### src/rtl/dma_priority_arbiter.sv
// DMA channel request resolver: synchronises DREQ, merges software requests, applies mask and
// fixed/rotating priority, runs the HRQ/HLDA hold handshake and drives DACK for the winning channel.
module dma_priority_arbiter #(
  parameter int NUM_CH      = 4,
  parameter int SYNC_STAGES = 2
) (
  input  logic              clk,
  input  logic              reset_n,
  input  logic [NUM_CH-1:0] dreq,
  input  logic              dreq_sense_low,
  input  logic              dack_sense_high,
  input  logic              rotating_pri,
  input  logic              ctrl_disable,
  input  logic [NUM_CH-1:0] mask,
  input  logic [NUM_CH-1:0] sw_req,
  input  logic              hlda,
  input  logic              xfer_done,
  output logic              hrq,
  output logic [NUM_CH-1:0] dack,
  output logic              grant_valid,
  output logic [1:0]        grant_ch,
  output logic              svc_start,
  output logic [1:0]        fsm_state
);

  typedef enum logic [1:0] {
    IDLE      = 2'd0,
    HOLD_WAIT = 2'd1,
    SERVICE   = 2'd2
  } state_t;

  state_t            state, state_d;
  logic [NUM_CH-1:0] sync_q [SYNC_STAGES];
  logic [NUM_CH-1:0] pend;
  logic [NUM_CH-1:0] ack, ack_d;
  logic [1:0]        pri_ptr, ptr_d;
  logic [1:0]        base, cand, win_ch;
  logic              win_any;
  logic              hrq_d, gv_d, svc_d;
  logic [1:0]        gc_d;

  // Polarity is corrected before the first flop so every stage holds active-high requests.
  always_ff @(posedge clk or negedge reset_n) begin
    if (!reset_n) begin
      for (int i = 0; i < SYNC_STAGES; i++) sync_q[i] <= '0;
    end else begin
      sync_q[0] <= dreq ^ {NUM_CH{dreq_sense_low}};
      for (int i = 1; i < SYNC_STAGES; i++) sync_q[i] <= sync_q[i-1];
    end
  end

  assign pend = (sync_q[SYNC_STAGES-1] & ~mask) | sw_req;

  // Scan from lowest priority to highest so the last hit is the winner.
  always_comb begin
    base    = rotating_pri ? pri_ptr : 2'd0;
    cand    = 2'd0;
    win_ch  = 2'd0;
    win_any = |pend;
    for (int i = NUM_CH - 1; i >= 0; i--) begin
      cand = base + 2'(i);
      if (pend[cand]) win_ch = cand;
    end
  end

  // Handshake: hrq is a level request held from IDLE exit until service ends or the request
  // withdraws; hlda is the CPU's level acknowledge, and dropping it ends service immediately.
  always_comb begin
    state_d = state;
    case (state)
      IDLE:      if (!ctrl_disable && win_any) state_d = HOLD_WAIT;
      HOLD_WAIT: begin
        if (!pend[grant_ch]) state_d = IDLE;
        else if (hlda)       state_d = SERVICE;
      end
      SERVICE:   if (xfer_done || !hlda) state_d = IDLE;
      default:   state_d = IDLE;
    endcase
  end

  always_comb begin
    hrq_d = hrq;
    gv_d  = grant_valid;
    gc_d  = grant_ch;
    svc_d = 1'b0;
    ack_d = ack;
    ptr_d = rotating_pri ? pri_ptr : 2'd0;
    case (state)
      IDLE: begin
        if (state_d == HOLD_WAIT) begin
          gc_d  = win_ch;
          hrq_d = 1'b1;
        end
      end
      HOLD_WAIT: begin
        if (!pend[grant_ch]) begin
          hrq_d = 1'b0;
        end else if (hlda) begin
          ack_d = NUM_CH'(1) << grant_ch;
          gv_d  = 1'b1;
          svc_d = 1'b1;
        end
      end
      SERVICE: begin
        if (xfer_done || !hlda) begin
          ack_d = '0;
          gv_d  = 1'b0;
          hrq_d = 1'b0;
          // Only a completed service rotates; an hlda abort keeps the pointer.
          if (xfer_done && rotating_pri) ptr_d = grant_ch + 2'd1;
        end
      end
      default: begin
        ack_d = '0;
        gv_d  = 1'b0;
        hrq_d = 1'b0;
      end
    endcase
  end

  always_ff @(posedge clk or negedge reset_n) begin
    if (!reset_n) begin
      state       <= IDLE;
      hrq         <= 1'b0;
      grant_valid <= 1'b0;
      grant_ch    <= 2'd0;
      svc_start   <= 1'b0;
      ack         <= '0;
      pri_ptr     <= 2'd0;
    end else begin
      state       <= state_d;
      hrq         <= hrq_d;
      grant_valid <= gv_d;
      grant_ch    <= gc_d;
      svc_start   <= svc_d;
      ack         <= ack_d;
      pri_ptr     <= ptr_d;
    end
  end

  assign dack      = ack ^ {NUM_CH{~dack_sense_high}};
  assign fsm_state = state;

endmodule

### config.mk
export PLATFORM = sky130hd
export DESIGN_NAME = dma_priority_arbiter
export DESIGN_NICKNAME = d
export VERILOG_FILES = /design/src/rtl/dma_priority_arbiter.sv
export SDC_FILE = /design/constraint.sdc
export NUM_CORES = 1
export LEC_CHECK = 0
export CAP_MARGIN = 5
export CORE_MARGIN = 2
export CORE_UTILIZATION = 47
export CTS_CLUSTER_DIAMETER = 80
export DETAILED_ROUTE_END_ITERATION = 12
export PLACE_DENSITY = 0.78
export SLEW_MARGIN = 30
export SYNTH_ARGS = -nofsm -noshare
export SYNTH_HDL_FRONTEND = slang
export SYNTH_SLANG_ARGS = --single-unit
### constraint.sdc
create_clock -name clk -period 2.33 [get_ports clk]
set_input_delay 0.466 -clock clk [delete_from_list [all_inputs] [get_ports clk]]
set_output_delay 0.466 -clock clk [all_outputs]
set_load 0.005 [all_outputs]
# Word level (Yosys, flattened, before mapping)
# Index checks and enable logic that the tools add are counted.
dict set report totals {
  register_bits 21
  elab_cells 81
}
dict set report op_classes {
  n_addsub 4
  n_lt_le_gt_ge 5
  eq_ne 8
  shift 1
  n_mux 37
  bitwise_logic 7
  n_reduce_logical 10
}
# cell n
set op_table {}
lappend op_table {{$mux 2} 12}
lappend op_table {{$lt 2x3->1 const B} 5}
lappend op_table {{$mux 1} 13}
lappend op_table {{$mux 4} 3}
lappend op_table {{$pmux 4 s3} 1}
lappend op_table {{$bmux 1 s2} 5}
lappend op_table {{$ne 2x2->1 const B} 5}
lappend op_table {{$xor 4x4->4} 2}
lappend op_table {{$pmux 1 s3} 2}
lappend op_table {{$pmux 2 s3} 1}
lappend op_table {{$add 2x1->2 const B} 2}
lappend op_table {{$add 2x2->2 const B} 2}
lappend op_table {{$and 4x4->4} 1}
lappend op_table {{$eq 2x1->1 const B} 2}
lappend op_table {{$not 4->4} 1}
lappend op_table {{$or 4x4->4} 1}
lappend op_table {{$reduce_and 4->1} 1}
lappend op_table {{$reduce_or 4->1} 1}
lappend op_table {{$shl 1x2->4 const A} 1}
lappend op_table {{$reduce_and 3->1} 1}
lappend op_table {{$eq 2x2->1 const B} 1}
lappend op_table {{$logic_and 1x1->1} 2}
lappend op_table {{$logic_not 1->1} 2}
lappend op_table {{$logic_not 2->1} 1}
lappend op_table {{3 further kinds} 4}

# Longest topological paths before layout
dict set report depth {
  ltp_word 10
  ltp_mapped 7
}

# Worst setup path before layout
# OpenSTA, ideal clock, no wires.
dict set report synth_path {
  path_type {input to register}
  from {input port mask[1]}
  to {register ack[0]}
  setup_time_ps 66
  arrival_ps 1711
  required_ps 2264
  path_slack_ps 553
  cell_stages 7
  path_cell_list {nor2b_4 nor2_2 mux4_2 nor3b_2 and2_1 buf_6 a22o_1}
}
dict set report synth_via {
  elab_chain_len 7
}
# element line_no
set synth_rtl {}
lappend synth_rtl {{start, declared} 14} ;# input logic [NUM_CH-1:0] mask,
lappend synth_rtl {{$not 4->4} 52} ;# assign pend = (sync_q[SYNC_STAGES-1] & ~mask) | sw_req;
lappend synth_rtl {{$and 4x4->4} 52}
lappend synth_rtl {{$or 4x4->4} 52}
lappend synth_rtl {{$bmux 1 s2} 96} ;# if (!pend[grant_ch]) begin
lappend synth_rtl {{$mux 1 (implied by the code)} 96}
lappend synth_rtl {{$ne 2x2->1 (no line)} --}
lappend synth_rtl {{$reduce_and 4->1 (no line)} --}
lappend synth_rtl {{end signal, assigned} 136} ;# ack <= ack_d;
lappend synth_rtl {{end, declared} 35} ;# logic [NUM_CH-1:0] ack, ack_d;
# Every way passes these cells. The select of a mux whose other input is x is not followed.
# A chain may end at the register's enable or synchronous reset.

# Worst setup path after layout
dict set report layout_path {
  from {input port dack_sense_high}
  to {output port dack[2]}
}
dict set report layout_via {
  elab_chain_len 2
}
# element line_no
set layout_rtl {}
lappend layout_rtl {{start, declared} 11} ;# input logic dack_sense_high,
lappend layout_rtl {{$not 1->1} 141} ;# assign dack = ack ^ {NUM_CH{~dack_sense_high}};
lappend layout_rtl {{$xor 4x4->4} 141}
lappend layout_rtl {{end, declared} 19} ;# output logic [NUM_CH-1:0] dack,
# Every way passes these cells.

==> impl_metrics.json <==
{
  "status": "completed",
  "synthCells": 118,
  "crit_fanout": 4,
  "relSlewSlack_pct": 74.4,
  "ys.flop_type": "dfrtp_1",
  "synth_area_leaders": "dfrtp_1, ha_1, inv_1, o22ai_1, a22o_1",
  "drc": 0,
  "grt_use_met1_pct": 24.2,
  "die_w_um": 53.8,
  "synth_common_cells": "dfrtp_1, inv_1, nand2_1, nor2_1, o22ai_1",
  "die_y_um": 53.8,
  "hold_depth": 0,
  "grt_use_total_pct": 18.4,
  "worstSetupStartpointType": "primary input",
  "hold_buffers": 0,
  "design.core.area_um2": 2410,
  "grt_max_degree": 22,
  "dp_cells": 179,
  "ys_seq_elements": 21,
  "cts_made_buffers": 3,
  "fin_skew_ns": 0.00560,
  "crit_path_end_kind": "output pin",
  "drt_iter0_drc": 13,
  "peakVddDrop_mv": 0.608,
  "fin_crit_sh_pct": 94.4,
  "cts.path.max_buffers": 2,
  "hold_viol": 0,
  "synth_fp_nets": 142,
  "drive_above_1_share_pct": 12.4,
  "min-delay-start": "sync_q[4]$_DFF_PN0_",
  "first_pass_iters": 4,
  "synthArstFlopShare_pct": 100,
  "antenna_found_initial": 0,
  "num_io_pins": 31,
  "core.rowCount": 18,
  "drv_cap": 0,
  "clk_latency_ns": 0.30,
  "r2r_slack_ns": 0.48,
  "synth_most_common_cell": "dfrtp_1",
  "cts_resized": 0,
  "postCtsSetupBuffers": 0,
  "yosysUniqueCellTypes": 41,
  "routabilityCongestion": 0.760,
  "cts_tree": "done",
  "grt_pass1_vias": 869,
  "required_ns": 1.86,
  "hold_class": "register to register",
  "fp.dieArea_um2": 2900,
  "synth-edff-count": 0,
  "routedWlPerCell_um": 12.8,
  "portBuffers": 30,
  "vias": 979,
  "area_growth_syn_to_layout_pct": 32.8,
  "arrival_ns": 1.73,
  "yosysWarnings": 0,
  "r2r_cells": 5,
  "grt_util_met3_pct": 4.17,
  "design_area_um2": 1550,
  "synth_area_um2": 1170,
  "fmax_mhz": 455,
  "whs_ns": 0.363,
  "fin_cells": 183,
  "startpoint": "dack_sense_high",
  "grt.busiest_layer": "met2",
  "nets": 178,
  "yosysSeqAreaShare_pct": 45.0,
  "initial_core_util_pct": 48.4,
  "grt_overflow": 0,
  "final_antenna_net_count": 0,
  "rsz0062_at_grt": "false",
  "worst_pin_slew_ns": 0.384,
  "finalSetupViolations": 0,
  "crit_type": "primary input to output pin",
  "fin_ws_ns": 0.131,
  "setup_tns_ns": 0,
  "cts_max_level": 1,
  "hpwlAfterDp_mm": 1.81,
  "period_needed_ns": 2.20,
  "syn_area_per_cell_um2": 9.89,
  "p_leak_nw": 0.678,
  "wl_mm": 2.34,
  "clk_pin_slew_ns": 0.11,
  "powerDensity_nw_per_um2": 766,
  "insertedDiodeCount": 0,
  "cts.sinks": 21,
  "viasPerCell": 5.35,
  "postPlaceCellArea_um2": 1520,
  "synth_top_cell_area_share_pct": 45.0,
  "grt_use_met2_pct": 29.3,
  "cts-root-buf": "clkbuf_4",
  "grt_pass1_wl_mm": 3.84,
  "reg2reg_from": "grant_ch[1]$_DFFE_PN0P_",
  "post-place-ws_ns": 0.0365,
  "synth_top_area_cell": "dfrtp_1",
  "slew_violations": 0
}
-- state kept, by name (all words and copies together), names as in the netlist --
name,flops
svc_start,1
fsm_state,2
ack,4
pri_ptr,2
grant_valid,1
grant_ch,2
sync_q,8
hrq,1
-- stage by stage --
| stage | power, W | util [%] |
|---|---|---|
| 2_1_floorplan | 0.000778 | - |
| 3_3_place_gp | 0.00101 | 63.2 |
| 3_5_place_dp | 0.00102 | 63.2 |
| 4_1_cts | 0.00120 | 64.3 |
| 5_1_grt | 0.00127 | 64.3 |
| 6_report | 0.00119 | 64.3 |
-- cell type report --
| type | instances | area (um^2) |
|---|---|---|
| multi-input combinational | 81 | 571 |
| clock buffer | 4 | 26.3 |
| sequential | 21 | 526 |
| timing repair buffer | 37 | 353 |
| inverter | 10 | 37.5 |
| fill | 191 | 860 |
| tap | 30 | 37.5 |
-- critical path: stages --
cell and delay (ns):
clkdlybuf4s50_1 0.58, xnor2_1 0.16, clkdlybuf4s50_1 0.52
-- kinds of logic (layout without fill, tap and decap cells) --
kind of cell,count (synthesis),count (layout),synth area share [%]
multiplexers,3,3,3.75
flip-flops,21,21,45.0
buffers and inverters,16,51,6.11
adder cells (fa/ha/maj),4,4,4.29
XOR/XNOR,8,8,6.00
AO/OA/AOI/OAI,32,32,19.4
AND/OR/NAND/NOR,34,34,15.4
-- routing by layer --
layer	share of wire, %	vias up
met2	51	22
met1	45	471
met4	0.60	0
met3	3.8	2
li1	-	484
met5	0	-
-- path summary, 6_finish.rpt --
check	to
max	dack[2]
min	sync_q[0]$_DFF_PN0_
max reg2reg	ack[1]$_DFFE_PN0P_
min reg2reg	sync_q[0]$_DFF_PN0_
max in group asynchronous	sync_q[1]$_DFF_PN0_
min in group asynchronous	grant_valid$_DFFE_PN0P_
-- placed cells by master, fill, tap and decap left out, drive strengths merged, types with 2 or more instances in the layout --
master,count
clkdlybuf4s50,30
dfrtp,21
inv,10
nor2,10
nand2,9
a21oi,8
buf,7
o22ai,6
o21ai,4
xor2,4
xnor2,4
a22o,4
ha,4
clkbuf,4
nand3,3
nor2b,3
nor3,2
a21o,2
-- where the power goes --
part	internal, W	leakage (nW)	switching, W	total [W]
Clock	0.0000666	0.0150	0.000105	0.000171
Combinational	0.000297	0.401	0.000188	0.000485
Sequential	0.000445	0.261	0.0000849	0.000530
Total	0.000809	0.678	0.000378	0.00119
(Power assumes the default switching activity.)
